<file path="src/rtl/key_debounce.sv">
// Key conditioning: two-flop synchroniser, four-state debounce filter,
// registered clean level, one-cycle press/release strobes and a wrapping press counter.
module key_debounce #(
    parameter int CNT_W   = 20,
    parameter int CNT_MAX = 999_999
) (
    input  logic       clk,
    input  logic       rst,
    input  logic       key_n,
    output logic       key_level,
    output logic       key_press,
    output logic       key_release,
    output logic [7:0] press_cnt
);

    typedef enum logic [1:0] {
        IDLE  = 2'd0,
        PFILT = 2'd1,
        DOWN  = 2'd2,
        RFILT = 2'd3
    } state_t;

    localparam logic [CNT_W-1:0] CNT_TOP = CNT_W'(CNT_MAX);
    localparam logic [CNT_W-1:0] CNT_ONE = CNT_W'(1);

    state_t           state_q, state_d;
    logic             sync1_q, sync1_d;
    logic             key_s_q, key_s_d;
    logic [CNT_W-1:0] cnt_q, cnt_d;
    logic             key_level_q, key_level_d;
    logic             key_press_q, key_press_d;
    logic             key_release_q, key_release_d;
    logic [7:0]       press_cnt_q, press_cnt_d;

    always_comb begin
        sync1_d       = key_n;
        key_s_d       = sync1_q;
        state_d       = state_q;
        cnt_d         = cnt_q;
        key_press_d   = 1'b0;
        key_release_d = 1'b0;
        press_cnt_d   = press_cnt_q;
        case (state_q)
            IDLE: begin
                if (!key_s_q) begin
                    state_d = PFILT;
                    cnt_d   = '0;
                end
            end
            PFILT: begin
                // A single released sample throws away the whole press window.
                if (key_s_q) begin
                    state_d = IDLE;
                    cnt_d   = '0;
                end else if (cnt_q == CNT_TOP) begin
                    state_d     = DOWN;
                    key_press_d = 1'b1;
                    press_cnt_d = press_cnt_q + 8'd1;
                end else begin
                    cnt_d = cnt_q + CNT_ONE;
                end
            end
            DOWN: begin
                if (key_s_q) begin
                    state_d = RFILT;
                    cnt_d   = '0;
                end
            end
            RFILT: begin
                if (!key_s_q) begin
                    state_d = DOWN;
                    cnt_d   = '0;
                end else if (cnt_q == CNT_TOP) begin
                    state_d       = IDLE;
                    key_release_d = 1'b1;
                end else begin
                    cnt_d = cnt_q + CNT_ONE;
                end
            end
            default: begin
                state_d = IDLE;
                cnt_d   = '0;
            end
        endcase
        // Level follows the next state so it moves on the same edge as the strobes.
        key_level_d = (state_d == DOWN) || (state_d == RFILT);
    end

    always_ff @(posedge clk or negedge rst) begin
        if (!rst) begin
            sync1_q       <= 1'b1;
            key_s_q       <= 1'b1;
            state_q       <= IDLE;
            cnt_q         <= '0;
            key_level_q   <= 1'b0;
            key_press_q   <= 1'b0;
            key_release_q <= 1'b0;
            press_cnt_q   <= 8'd0;
        end else begin
            sync1_q       <= sync1_d;
            key_s_q       <= key_s_d;
            state_q       <= state_d;
            cnt_q         <= cnt_d;
            key_level_q   <= key_level_d;
            key_press_q   <= key_press_d;
            key_release_q <= key_release_d;
            press_cnt_q   <= press_cnt_d;
        end
    end

    assign key_level   = key_level_q;
    assign key_press   = key_press_q;
    assign key_release = key_release_q;
    assign press_cnt   = press_cnt_q;

endmodule

</file>
<file path="config.mk">
export PLATFORM = sky130hd
export DESIGN_NAME = key_debounce
export DESIGN_NICKNAME = d
export VERILOG_FILES = /design/src/rtl/key_debounce.sv
export SDC_FILE = /design/constraint.sdc
export NUM_CORES = 1
export LEC_CHECK = 0
export ABC_CLOCK_PERIOD_IN_PS = 3500
export BUFFER_PORTS_ARGS = -buffer_cell sky130_fd_sc_hd__buf_2
export CAP_MARGIN = 10
export CORE_ASPECT_RATIO = 1.2
export CORE_MARGIN = 2
export CORE_UTILIZATION = 43
export DETAILED_ROUTE_END_ITERATION = 12
export GPL_ROUTABILITY_DRIVEN = 0
export GPL_TIMING_DRIVEN = 1
export SYNTH_ARGS = -nofsm -noshare
export SYNTH_HDL_FRONTEND = slang
export SYNTH_SLANG_ARGS = --single-unit
</file>
<file path="constraint.sdc">
create_clock -name clk -period 3.5 [get_ports clk]
set_input_delay 0.7 -clock clk [delete_from_list [all_inputs] [get_ports clk]]
set_output_delay 0.7 -clock clk [all_outputs]
set_load 0.005 [all_outputs]
</file>
==> run metrics, run 1 <==
largest net degree at the start of global routing=36; CP endpoint kind=flop; Worst Hold Launch=key_s_d$_DFF_PN1_; Setup Buffers After CTS=0; first-pass GRT wire length=6920 um; vias in the first global route=1512; row count=26; CTS root buf=clkbuf_8; post-placement cell count=245; vias=1513; Cell Chain, Critical Path=or4b_4 -> nor4_4 -> and2_1 -> nor2_2 -> mux2_2; CP max stage cell=or4b_4; die height=75.9 um; Final Core Density=49.2%; IO Count=14; effective utilization at floorplan=44.2%; Max Root-Sink Buffers=2; WHS Path Cells=0; WS Path Type=flop to flop; unrepaired setup endpoints after global routing=no; Area Overhead vs Synth=11.3%; Leak=0.887 nW; GRT overflow=0; cts bufs inserted=5; final antenna-violating net count=0; initial antenna violation count=0; hold-fix buffers at CTS=0; CP peak stage delay=570 ps; first-pass iteration count of the detailed router=4; post-synthesis sequential area ratio=47.4%; Resize count post-CTS=0; RR Startpoint=cnt_q[6]$_DFFE_PN0P_; worst reg2reg path depth=5; cell count after synthesis=186; worst-margin pin slew=912 ps; startpoint types=flop; WL/cell=15.9 um; Tot Pwr=0.000832 W; CTS tree=built; Syn Std Cell Area=0.00185 mm2; die width=63.9 um; Antenna Cells=0; final hold vios=0; r2r setup slk=1200 ps; slew margin rel.=38.7%; Final Critical Period=2300 ps; Max VDD drop=0.278 mV; Yosys reg bits=35; H-tree depth=2; skew final=6.93 ps; Final setup viols=0; PortBufs=13; Initial DRC Count=52; CP Max Fanout=9; RR Endpoint=cnt_q[0]$_DFFE_PN0P_; Final Max Slew Viols=0; pwr dens=403 mW/mm2; DP HPWL=2800 um; distinct cell type count after synthesis=45; post-route non-filler standard cell count=253; core area=0.00420 mm2; die area=0.00486 mm2; WP data arrival=2480 ps; status=finished, final reports clean; Hold WS=367 ps; post-synthesis net count=191; Hold Path End=key_s_q$_DFF_PN1_; share of cells above drive strength 1=19.3%; MaxCap Viol Count=0; final-stage net count=201; fillcell total=391; Worst Hold Class=flop to flop; fin crit share=65.7%; Post-Route Setup TNS=0 ps; clock latency on the worst-skew pair=290 ps; worst path required time=3680 ps; clock sinks=35; clock slew at reported path FFs=80 ps; YS warnings=0; DRC Markers=0; maximum clock rate=435 MHz; Final Routed Wirelength=4030 um; vias per cell=5.98; overall global routing resource usage=17.8%; Syn Area/Cell=9.97 um2
metrics by stage:
| stage | setup WS, ps | instance area [um2] |
|---|---|---|
| after floorplan | 1400 | 1850 |
| after global placement | 1270 | 1940 |
| after detailed placement | 1200 | 1940 |
| after CTS | 1190 | 2060 |
| after global routing | 1100 | 2060 |
| final | 1200 | 2060 |
placed cells by master (no fill, tap or decap), drive strengths merged, types with 6 or more instances in the layout:
cell,instances
dfrtp,33
o21ai,22
nand3,14
buf,14
nand2,14
xnor2,9
a31oi,7
a21oi,7
clkbuf,6
inv,6
synthesized netlist by cell type, drive strengths merged:
master	count	area, um2
a211o	1	8.76
a21o	1	7.51
a21oi	7	35.0
a22o	1	8.76
a31oi	7	43.8
a41oi	3	26.3
and2	3	18.8
and3	4	25.0
and4	5	43.8
buf	3	23.8
clkbuf	8	30.0
dfrtp	33	826
dfstp	2	52.6
ha	2	25.0
inv	5	18.8
mux2	2	22.5
mux2i	2	20.0
nand2	14	57.6
nand2b	1	6.26
nand3	14	70.1
nand3b	1	7.51
nand4	5	31.3
nand4b	1	8.76
nor2	5	21.3
nor3	3	15.0
nor3b	1	7.51
nor4	4	61.3
nor4b	1	8.76
o21ai	22	110
o21ba	2	20.0
o22ai	1	6.26
o311ai	1	8.76
o31a	1	8.76
o31ai	5	37.5
or2	2	12.5
or4	3	26.3
or4b	1	13.8
xnor2	9	78.8
cell families (layout without fill, tap and decap cells):
| group | count (synthesis) | after routing | share of synthesized area, % |
|---|---|---|---|
| buffers and inverters | 16 | 27 | 3.91 |
| XOR/XNOR | 9 | 9 | 4.25 |
| flip-flops | 35 | 35 | 47.4 |
| AND/OR/NAND/NOR | 68 | 68 | 23.5 |
| adder cells (fa/ha/maj) | 2 | 2 | 1.35 |
| multiplexers | 4 | 4 | 2.29 |
| AO/OA/AOI/OAI | 52 | 52 | 17.3 |
state kept, by name, summed over array words and instances, names as in the netlist:
| signal | flops |
|---|---|
| cnt_q | 20 |
| press_cnt | 8 |
| state_q | 2 |
| key_level | 1 |
| key_press | 1 |
| key_release | 1 |
| key_s_d | 1 |
| key_s_q | 1 |
final cells by class:
| type | count | area [um2] | area share (%) |
|---|---|---|---|
| clock inverter | 2 | 38.8 | 1.88 |
| clock buffer | 6 | 82.6 | 4.00 |
| tap | 56 | 70.1 | 3.39 |
| timing repair buffer | 14 | 72.6 | 3.52 |
| multi-input combinational | 135 | 903 | 43.8 |
| sequential | 35 | 878 | 42.5 |
| inverter | 5 | 18.8 | 0.909 |
critical path, delay by kind of cell (launching register included):
family / cells / cell delay, ps
multiplexers: 1 / 270
flip-flops: 1 / 470
AND/OR/NAND/NOR: 4 / 1460
how the worst max path moves through the flow:
stage          depth (start not counted)                  from  slack [ps]                  endpoint
2_1_floorplan                          7  cnt_q[6]$_DFFE_PN0P_        1400      cnt_q[0]$_DFFE_PN0P_
3_3_place_gp                           5  cnt_q[6]$_DFFE_PN0P_        1270      cnt_q[0]$_DFFE_PN0P_
3_5_place_dp                           6  cnt_q[0]$_DFFE_PN0P_        1200  press_cnt[1]$_DFFE_PN0P_
4_1_cts                                5  cnt_q[6]$_DFFE_PN0P_        1190      cnt_q[0]$_DFFE_PN0P_
5_1_grt                                6  cnt_q[0]$_DFFE_PN0P_        1100  press_cnt[1]$_DFFE_PN0P_
6_report                               5  cnt_q[6]$_DFFE_PN0P_        1200      cnt_q[0]$_DFFE_PN0P_
power breakdown:
part	total [W]	switching [W]	internal [W]
clock	0.000387	0.000153	0.000234
combinational	0.0000322	0.0000235	0.00000875
sequential	0.000413	0.00000385	0.000409
routing by layer:
| layer | vias to the layer above | global-route usage (%) | wire, um |
|---|---|---|---|
| li1 | 711 | - | - |
| met1 | 757 | 21.0 | 1710 |
| met2 | 41 | 31.8 | 2110 |
| met3 | 4 | 4.01 | 169 |
| met4 | 0 | 5.00 | 39 |
| met5 | - | 0 | 0 |
Power figures use the tool's default switching activity.
==> run 2: changes to the inputs <==
--- a/config.mk
+++ b/config.mk
@@ -5,7 +5,8 @@
 export SDC_FILE = /design/constraint.sdc
 export NUM_CORES = 1
 export LEC_CHECK = 0
-export ABC_CLOCK_PERIOD_IN_PS = 3500
+export ABC_AREA = 1
+export ABC_CLOCK_PERIOD_IN_PS = 2100
 export BUFFER_PORTS_ARGS = -buffer_cell sky130_fd_sc_hd__buf_2
 export CAP_MARGIN = 10
 export CORE_ASPECT_RATIO = 1.2
==> constraint.sdc (replaced) <==
create_clock -name clk -period 2.1 [get_ports clk]
set_input_delay 0.42 -clock clk [delete_from_list [all_inputs] [get_ports clk]]
set_output_delay 0.42 -clock clk [all_outputs]
set_load 0.005 [all_outputs]
==> run metrics, run 2 <==
status=finished, final reports clean (unchanged); vias=1928 (was 1513); GRT overflow=0 (unchanged); Yosys reg bits=35 (unchanged); RR Startpoint=cnt_q[0]$_DFFE_PN0P_ (was cnt_q[6]$_DFFE_PN0P_); number of synthesized flops with an enable pin=0 (unchanged); clock sinks=35 (unchanged); initial antenna violation count=0 (unchanged); Max VDD drop=0.367 mV (was 0.278 mV); Setup Buffers After CTS=0 (unchanged); Max Root-Sink Buffers=2 (unchanged); commonest non-fill, non-tap cell in the layout=nand2_1 (was dfrtp_1); skew final=4.27 ps (was 6.93 ps); worst reg2reg path depth=8 (was 5); Final Routed Wirelength=4900 um (was 4030 um); die height=81.8 um (was 75.9 um); CTS root buf=clkbuf_8 (unchanged); cell taking the most area after synthesis=dfrtp_1 (unchanged); post-synthesis sequential area ratio=40.5% (was 47.4%); IO Count=14 (unchanged); end of the critical path=press_cnt[2]$_DFFE_PN0P_ (was cnt_q[0]$_DFFE_PN0P_); commonest cells after routing, fill and taps aside=nand2_1, nand3_1, nor2_1 (was dfrtp_1, o21ai_0, nand3_1); unrepaired setup endpoints after global routing=no (unchanged); Syn Std Cell Area=0.00217 mm2 (was 0.00185 mm2); Final Critical Period=1740 ps (was 2300 ps); Post-Route Setup TNS=0 ps (unchanged); synth cell count leaders=nand2_1, nand3_1, nor2_1 (was dfrtp_1, o21ai_0, nand3_1); WS Path Type=flop to flop (unchanged); Area Overhead vs Synth=10.4% (was 11.3%); CP peak stage delay=470 ps (was 570 ps); final-stage net count=324 (was 201); Antenna Cells=0 (unchanged); maximum clock rate=576 MHz (was 435 MHz); FFs w/ async S/R, synth=100% (unchanged); post-route non-filler standard cell count=380 (was 253); core area=0.00490 mm2 (was 0.00420 mm2); flip-flop count of the largest register after layout=20 (unchanged); post-placement cell count=372 (was 245); MaxCap Viol Count=0 (unchanged); DP HPWL=3820 um (was 2800 um); final antenna-violating net count=0 (unchanged); Most used DFF post-synth=dfrtp_1 (unchanged); clock latency on the worst-skew pair=300 ps (was 290 ps); fillcell total=519 (was 391); die width=68.8 um (was 63.9 um); top cells by area, synth=dfrtp_1, nand2_1, nand3_1 (was dfrtp_1, o21ai_0, xnor2_1); WL/cell=12.9 um (was 15.9 um); overall global routing resource usage=20.4% (was 17.8%); final hold vios=0 (unchanged); cts bufs inserted=5 (unchanged); Syn Area/Cell=7.25 um2 (was 9.97 um2); effective utilization at floorplan=44.2% (about the same); r2r setup slk=360 ps (was 1200 ps); Final Max Slew Viols=0 (unchanged); CTS tree=built (unchanged); PortBufs=13 (unchanged); fin crit share=82.7% (was 65.7%); largest net degree at the start of global routing=36 (unchanged); distinct cell type count after synthesis=28 (was 45); cell count after synthesis=299 (was 186); RR Endpoint=press_cnt[2]$_DFFE_PN0P_ (was cnt_q[0]$_DFFE_PN0P_); YS warnings=0 (unchanged); pwr dens=526 mW/mm2 (was 403 mW/mm2); Top reg by flops=cnt_q (unchanged); footprint of the multi-input gates=0.00112 mm2 (was 903 um2); CP Max Fanout=10 (was 9); top-count cell post-synth=nand2_1 (was dfrtp_1); DRC Markers=0 (unchanged); Initial DRC Count=97 (was 52); Final setup viols=0 (unchanged); vias per cell=5.07 (was 5.98); first-pass iteration count of the detailed router=4 (unchanged); Worst setup startpoint=cnt_q[0]$_DFFE_PN0P_ (was cnt_q[6]$_DFFE_PN0P_); H-tree depth=2 (unchanged); first-pass GRT wire length=8370 um (was 6920 um); row count=28 (was 26); worst path required time=2290 ps (was 3680 ps); Worst Hold Class=primary input to asynchronous set/reset pin (was flop to flop); vias in the first global route=1810 (was 1512); slew margin rel.=48.9% (was 38.7%); WP data arrival=1920 ps (was 2480 ps); Cell Chain, Critical Path=ha_1 -> nand3_2 -> nor2_4 -> nand3_4 -> nor2_8 -> inv_4 -> nand2_2 -> o21ai_2 (was or4b_4 -> nor4_4 -> and2_1 -> nor2_2 -> mux2_2); worst-margin pin slew=766 ps (was 912 ps); Tot Pwr=0.00126 W (was 0.000832 W); Leak=1.15 nW (was 0.887 nW); CP endpoint kind=flop (unchanged); hold-fix buffers at CTS=0 (unchanged); share of cells above drive strength 1=15.6% (was 19.3%); Yosys top cell area share=38.1% (was 44.5%); die area=0.00563 mm2 (was 0.00486 mm2); startpoint types=flop (unchanged); Seq. cell area=878 um2 (unchanged); Resize count post-CTS=0 (unchanged); clock slew at reported path FFs=80 ps (about the same); post-synthesis net count=304 (was 191); CP max stage cell=dfrtp_1 (was or4b_4)
-- run 2: power by group --
part / leakage (nW) / switching [W] / total [W] / internal, W
logic: 0.634 / 0.0000478 / 0.0000635 / 0.0000157
clock network: 0.0402 / 0.000273 / 0.000504 / 0.000231
registers: 0.479 / 0.00000995 / 0.000691 / 0.000681
-- run 2: logic make-up after synthesis --
group                      count (synthesis)  synth area share (%)
buffers and inverters                     42                  7.74
AOI/OAI and AO/OA                         16                  3.98
xor gates and xnor gates                  12                  5.20
and+or+nand+nor                          192                  41.4
DFF                                       35                  40.5
adders and majority gates                  2                  1.15
-- run 2: final cells by class --
type	instances	area share (%)
clock buffer	5	2.88
clock inverter	3	0.837
inverter	41	6.54
multi-input combinational	222	46.9
sequential	35	36.7
tap	60	3.14
timing repair buffer	14	3.03
-- run 2: per-stage QoR --
stage               worst slack [ps]  cell area (um2)  hold slack, ps  util (%)
floorplan                        553             2170             124         -
global placement                 432             2300             350      47.0
detailed placement               345             2300             350      47.0
CTS                              339             2390             210      48.8
global route                     162             2390             199      48.8
finish                           364             2390             183      48.8
-- run 2: critical path: cells and delay by family (launching register included) --
family / cells / cell delay, ps
simple gates: 5 / 700
flops: 1 / 470
fa+ha+maj: 1 / 330
buf+inv: 1 / 80
compound gates: 1 / 50
-- run 2: how the worst min path moves through the flow --
stage                            from                   end  cells past startpoint
finish                            rst  cnt_q[2]$_DFFE_PN0P_                      1
global route                    key_n     key_s_d$_DFF_PN1_                      1
detailed placement  key_s_d$_DFF_PN1_     key_s_q$_DFF_PN1_                      0
global placement    key_s_d$_DFF_PN1_     key_s_q$_DFF_PN1_                      0
CTS                             key_n     key_s_d$_DFF_PN1_                      1
floorplan                         rst  cnt_q[0]$_DFFE_PN0P_                      0
-- run 2: layer usage --
| layer | vias up | GRT usage (%) | share of wire (%) |
|---|---|---|---|
| li1 | 984 | - | - |
| met1 | 902 | 25.5 | 43 |
| met2 | 36 | 34.5 | 52 |
| met3 | 6 | 4.11 | 3.4 |
| met4 | 0 | 7.06 | 1.4 |
| met5 | - | 0 | 0 |
